### src/rtl/pipe5_sub.sv
// pipe5_sub: pipelined subtractor recovering a = sum - b, borrow rippling through SLICE-bit stages.
// Optional borrow-event counter on uflow_cnt when PIPE5_SUB_UFLOW_CNT_EN is defined.
module pipe5_sub #(
    parameter int W     = 8,
    parameter int SLICE = 2
) (
    input  logic         clk,
    input  logic         rst,
    input  logic         in_valid,
    output logic         in_ready,
    input  logic [W:0]   sum,
    input  logic [W-1:0] b,
    output logic         out_valid,
    input  logic         out_ready,
    output logic [W-1:0] diff,
    output logic         wide,
    output logic         borrow
`ifdef PIPE5_SUB_UFLOW_CNT_EN
    ,
    output logic [7:0]   uflow_cnt
`endif
);

    localparam int STAGES = (W + SLICE) / SLICE;
    localparam int EW     = STAGES * SLICE;
    localparam int NR     = STAGES - 1;

    // Internal stages 0..NR-1 carry full operands plus the partially resolved result;
    // the final stage resolves the top slice straight into the output registers.
    logic              vld_q [NR];
    logic              vld_d [NR];
    logic [EW-1:0]     a_q   [NR];
    logic [EW-1:0]     a_d   [NR];
    logic [EW-1:0]     b_q   [NR];
    logic [EW-1:0]     b_d   [NR];
    logic [EW-1:0]     r_q   [NR];
    logic [EW-1:0]     r_d   [NR];
    logic              brw_q [NR];
    logic              brw_d [NR];

    logic              out_valid_q, out_valid_d;
    logic [W-1:0]      diff_q, diff_d;
    logic              wide_q, wide_d;
    logic              borrow_q, borrow_d;

    logic              adv;
    logic [EW-1:0]     sum_ext;
    logic [EW-1:0]     b_ext;
    logic [EW-1:0]     r_fin;
    logic [SLICE:0]    t_c;

    // Returns {borrow_out, slice_difference}.
    function automatic logic [SLICE:0] slice_sub(input logic [SLICE-1:0] x,
                                                 input logic [SLICE-1:0] y,
                                                 input logic             bin);
        slice_sub = {1'b0, x} - {1'b0, y} - {{SLICE{1'b0}}, bin};
    endfunction

    assign adv      = ~(out_valid_q & ~out_ready);
    assign in_ready = adv;
    assign sum_ext  = EW'(sum);
    assign b_ext    = EW'(b);

    always_comb begin
        t_c       = slice_sub(sum_ext[SLICE-1:0], b_ext[SLICE-1:0], 1'b0);
        vld_d[0]  = in_valid;
        a_d[0]    = sum_ext;
        b_d[0]    = b_ext;
        r_d[0]    = '0;
        r_d[0][SLICE-1:0] = t_c[SLICE-1:0];
        brw_d[0]  = t_c[SLICE];

        for (int k = 1; k < NR; k++) begin
            t_c      = slice_sub(a_q[k-1][k*SLICE +: SLICE], b_q[k-1][k*SLICE +: SLICE],
                                 brw_q[k-1]);
            vld_d[k] = vld_q[k-1];
            a_d[k]   = a_q[k-1];
            b_d[k]   = b_q[k-1];
            r_d[k]   = r_q[k-1];
            r_d[k][k*SLICE +: SLICE] = t_c[SLICE-1:0];
            brw_d[k] = t_c[SLICE];
        end

        t_c   = slice_sub(a_q[NR-1][NR*SLICE +: SLICE], b_q[NR-1][NR*SLICE +: SLICE],
                          brw_q[NR-1]);
        r_fin = r_q[NR-1];
        r_fin[NR*SLICE +: SLICE] = t_c[SLICE-1:0];

        out_valid_d = vld_q[NR-1];
        diff_d      = r_fin[W-1:0];
        borrow_d    = r_fin[EW-1];
        wide_d      = r_fin[W] & ~r_fin[EW-1];
    end

    always_ff @(posedge clk or negedge rst) begin
        if (!rst) begin
            for (int k = 0; k < NR; k++) begin
                vld_q[k] <= 1'b0;
                a_q[k]   <= '0;
                b_q[k]   <= '0;
                r_q[k]   <= '0;
                brw_q[k] <= 1'b0;
            end
            out_valid_q <= 1'b0;
            diff_q      <= '0;
            wide_q      <= 1'b0;
            borrow_q    <= 1'b0;
        end else if (adv) begin
            for (int k = 0; k < NR; k++) begin
                vld_q[k] <= vld_d[k];
                a_q[k]   <= a_d[k];
                b_q[k]   <= b_d[k];
                r_q[k]   <= r_d[k];
                brw_q[k] <= brw_d[k];
            end
            out_valid_q <= out_valid_d;
            diff_q      <= diff_d;
            wide_q      <= wide_d;
            borrow_q    <= borrow_d;
        end
    end

    assign out_valid = out_valid_q;
    assign diff      = diff_q;
    assign wide      = wide_q;
    assign borrow    = borrow_q;

`ifdef PIPE5_SUB_UFLOW_CNT_EN
    logic [7:0] uflow_cnt_q;

    // Counted on the output handshake so a result held under stall counts once.
    always_ff @(posedge clk or negedge rst) begin
        if (!rst) begin
            uflow_cnt_q <= '0;
        end else if (out_valid_q && out_ready && borrow_q && (uflow_cnt_q != 8'hFF)) begin
            uflow_cnt_q <= uflow_cnt_q + 8'd1;
        end
    end

    assign uflow_cnt = uflow_cnt_q;
`endif

endmodule

### config.mk
export PLATFORM = sky130hd
export DESIGN_NAME = pipe5_sub
export DESIGN_NICKNAME = d
export VERILOG_FILES = /design/src/rtl/pipe5_sub.sv
export SDC_FILE = /design/constraint.sdc
export NUM_CORES = 1
export LEC_CHECK = 0
export ABC_CLOCK_PERIOD_IN_PS = 2500
export BUFFER_PORTS_ARGS = -buffer_cell sky130_fd_sc_hd__buf_2
export CORE_MARGIN = 2
export CORE_UTILIZATION = 39
export DETAILED_ROUTE_END_ITERATION = 16
export GPL_TIMING_DRIVEN = 0
export HOLD_SLACK_MARGIN = 0.1
export PLACE_DENSITY = 0.53
export SETUP_SLACK_MARGIN = 0.2
export SYNTH_ARGS = -nofsm -noshare
export SYNTH_HDL_FRONTEND = slang
export SYNTH_SLANG_ARGS = --single-unit
### constraint.sdc
create_clock -name clk -period 2.5 [get_ports clk]
set_input_delay 0.5 -clock clk [delete_from_list [all_inputs] [get_ports clk]]
set_output_delay 0.5 -clock clk [all_outputs]
set_load 0.05 [all_outputs]
==> results by group <==
Synthesis
  • Synth top area share: 58.7%
  • Adder and majority cell fraction of the synthesized area: 6.22%
  • Ys Warns: 0
  • Number of library cell types mapped by synthesis: 17
  • Number of storage elements in the synthesis netlist: 67
  • Proportion of synthesized area in mux cells: 27.4%
  • Post-synth EDFFs: 0
  • Register area share after synthesis: around three fifths
  • Average cell area after synthesis: around 16 um^2
  • Synthesized net count: slightly above 200
  • Combinational family with the most area after synthesis: multiplexers
  • Most numerous cell in the Yosys netlist: dfrtp_1
  • Area fraction in compound gates after synthesis: 0.701%
  • Ys async rst share: 100%
  • Top cells by area, synth: dfrtp_1 (59%), mux2_2 (15%), mux2_4 (12%)
  • Post-Synthesis Cells: between 150 and 200
  • Cell type contributing the most total cell area after synthesis: dfrtp_1
  • Commonest register cell after synthesis: dfrtp_1
  • Simple-Gate Fraction of Synth Area: roughly 2.2%
  • Netlist area before placement: approximately 2900 um^2
  • Post-Synth XOR/XNOR Area: 0.307%
  • Commonest cells in the netlist: dfrtp_1 (67), mux2_2 (38), mux2_4 (23), inv_1 (14), fa_1 (7)

Cells and area
  • Diode insertion count for antenna repair: 0
  • Net total in the final layout: 250
  • Multi-input logic area: around 1100 um^2
  • Ratio of cells with drive above 1 in the final layout: around 55%
  • Count of fill cells added during filler insertion: 660
  • Synthesis-to-layout area growth: 19.3%
  • Final instance count without filler cells: between 300 and 400
  • Sequential standard cell area: approximately 1700 um^2

Global routing
  • Global route overflow: 0
  • Wire length of the first global-routing pass: slightly below 8 mm
  • Via count of the first global-routing pass: 1593
  • Initial antenna violation count: 0
  • Overall Global Routing Usage: 13.4%
  • Pin count of the biggest net entering global routing: between 60 and 70

Clocking
  • Largest buffer count on any clock path: 2
  • H-tree levels: 3
  • CTS tree: built
  • Number of buffers created by CTS: 9
  • Root buffer cell: clkbuf_8
  • Number of clock sinks: 67
  • Hold bufs inserted after CTS: 0
  • Clock slew at reported path FFs: roughly 0.080 ns
  • Clock Latency Late Sink: 0.34 ns

Power and ir drop
  • Power density relative to cell area: ~1400 nW/um^2
  • Clock share of power: around 23%
  • Total power consumption of the routed design: roughly 4800 uW
  • Static leakage: roughly 0.0016 uW
  • Switching power share of the total: roughly a third
  • Maximum ir drop on the vdd rail: 0.000527 V
  • Power share of the combinational group: between 30% and 40%
  • Switching power total: 1570 uW
  • Cell internal pwr: about 3200 uW
  • Part of the total power dissipated in sequential elements: a little under two fifths

Detailed routing
  • Wire length reported by the detailed router: approximately 4.7 mm
  • Vias per cell: ~4.5
  • Remaining DRCs: 0
  • Initial DRC count: 41
  • Iteration count of the initial detailed-routing pass: 3
  • Antenna-violating nets left: 0
  • Via Count: approximately 1.5k
  • Detail-routed net length per standard cell: 14.7 um

Timing
  • Hold Violations, Final: 0
  • Crit path setup slack, layout: 0.224 ns
  • Final Critical Period: around 2.3 ns
  • Final setup violation count: 0
  • Ratio of final minimum period to clock period: between 90% and 100%
  • Slew Limit Headroom: a little over two fifths
  • Unrepaired setup endpoints after global routing: yes
  • Final count of pins violating max slew: 0
  • Largest clock skew in the final design: between 0.01 and 0.015 ns
  • Setup TNS: 0 ns
  • Actual slew at the worst max-slew pin: around 0.84 ns
  • Achievable frequency: 439 MHz

Setup path
  • Crit path required time: 2.72 ns
  • Delay contributed by the slowest stage of the critical path: 0.56 ns
  • Start point of the critical path: b_d[14]$_DFFE_PN0N_
  • Crit end category: flop
  • Startpoint type of the worst setup path: flop
  • Reg2reg start: b_d[14]$_DFFE_PN0N_
  • Worst setup slack for register-to-register paths: 0.22 ns
  • Critical path cell sequence: inv_2 > fa_1 > inv_1 > ha_2 > or2_4 > fa_1 > mux2_4
  • Slowest cell on crit path: fa_1
  • Cell occurring most often along the worst timing path: fa_1
  • Critical-path maximum fanout: 2
  • Arrival time of data at the critical path endpoint: 2.50 ns
  • Setup CP Type: flop to flop

Floorplan
  • Vertical die dimension: between 80 and 90 um
  • Number of placed I/O pins: 33
  • Effective utilization at floorplan: 39.8%
  • Row count: 31
  • Die Area: approximately 8000 um^2
  • Die outline width: 89.6 um
  • Core area: a little over 7000 um^2

Placed design
  • Routability Congestion: slightly above 0.7
  • Cell Count Post-Placement: 306
  • Number of port buffers: 32
  • Placement-stage worst setup slack: roughly 0.23 ns
  • Detail Placement HPWL: between 3 and 4 mm

Min path
  • Min-Delay Path Class: input port to async pin

Run status
  • Result of the run: finished, final reports clean

Job
  • Number of max-capacitance violations reported: 0
[cell usage in the layout (no fill, tap or decap)]
cell type   netlist  routed
or2_4             0       1
inv_4             1       1
xor2_1            1       1
bufinv_16         0       3
clkinv_2          0       1
mux2_4           23      24
buf_2             0      31
mux2i_1           1       1
inv_6             0       1
buf_4             3       5
a21oi_1           4       4
clkbuf_8          0      10
clkinvlp_4        0       1
ha_1              3       2
inv_2             0       2
nor3b_1           4       4
nand2b_1          1       1
dfrtp_1          67      67
nor2b_2           1       1
mux2_2           38      37
inv_1            14      12
fa_1              7       7
nor2b_1           2       2
buf_6             4       4
ha_2              0       1
[metal layers]
layer	wire (um)	GRT usage, %
met3	165	2.93
met4	90	8.14
met5	0	0
met1	2110	17.6
met2	2380	20.5
[path summary, 6_finish.rpt]
path	end	cells past startpoint
setup / recovery	r_d[5]$_DFFE_PN0N_	7
hold / removal	diff[4]$_DFFE_PN0N_	1
setup reg to reg	r_d[5]$_DFFE_PN0N_	7
hold reg to reg	out_valid$_DFFE_PN0N_	1
max in group asynchronous	diff[2]$_DFFE_PN0N_	1
min in group clk	b_d[24]$_DFFE_PN0N_	2
[what timing repair did]
action	4_1_cts	5_1_grt
resized for setup	3	2
setup buffers	1	0
endpoints found under the setup margin	1	1
pin swaps	2	2
gates cloned	0	0
[cell type report]
class                      count  area share (%)
clock buffer                  10            4.04
clock inverter                 6            3.27
buffer                         7            1.98
inverter                      15            1.73
tap                           99            3.63
sequential                    67            49.2
timing repair buffer          33            4.99
multi-input combinational     86            31.2
[stage by stage]
stage | util (%) | cell area [um^2] | hold WS (ns)
floorplan | - | 2860 | 0.204
global placement | 43.8 | 3140 | 0.437
detailed placement | 43.8 | 3140 | 0.449
CTS | 47.5 | 3410 | 0.281
global route | 47.5 | 3410 | 0.317
finish | 47.5 | 3410 | 0.234
[critical path: cells and delay by family, from the launching register on]
family / cells / cell delay (ns)
adder cells (fa/ha/maj): 3 / 1.18
buffers and inverters: 2 / 0.10
flip-flops: 1 / 0.37
multiplexers: 1 / 0.28
AND/OR/NAND/NOR: 1 / 0.22
[registers in the layout, indices dropped and copies added, names as in the netlist]
name and flops:
a_d 15, out_valid_d 1, a_q 1, vld_d 3, diff 8, r_d 12, borrow 1, diff_d 8
b_d 12, wide 1, brw_q 4, out_valid 1
[logic make-up after synthesis]
kind of cell | count (synthesis)
multiplexers | 62
adder cells (fa/ha/maj) | 10
flip-flops | 67
buffers and inverters | 22
AND/OR/NAND/NOR | 9
AO/OA/AOI/OAI | 4
XOR/XNOR | 1
[power by group through the flow]
| stage | logic, uW | registers [uW] | clock network [uW] |
|---|---|---|---|
| CTS | 1890 | 1840 | 1130 |
| floorplan | 1150 | 2080 | 0 |
| global placement | 1760 | 1830 | 0 |
| detailed placement | 1810 | 1860 | 0 |
| finish | 1850 | 1830 | 1110 |
| global route | 2020 | 1900 | 1180 |
No activity file was read; power rests on OpenSTA's default activity.
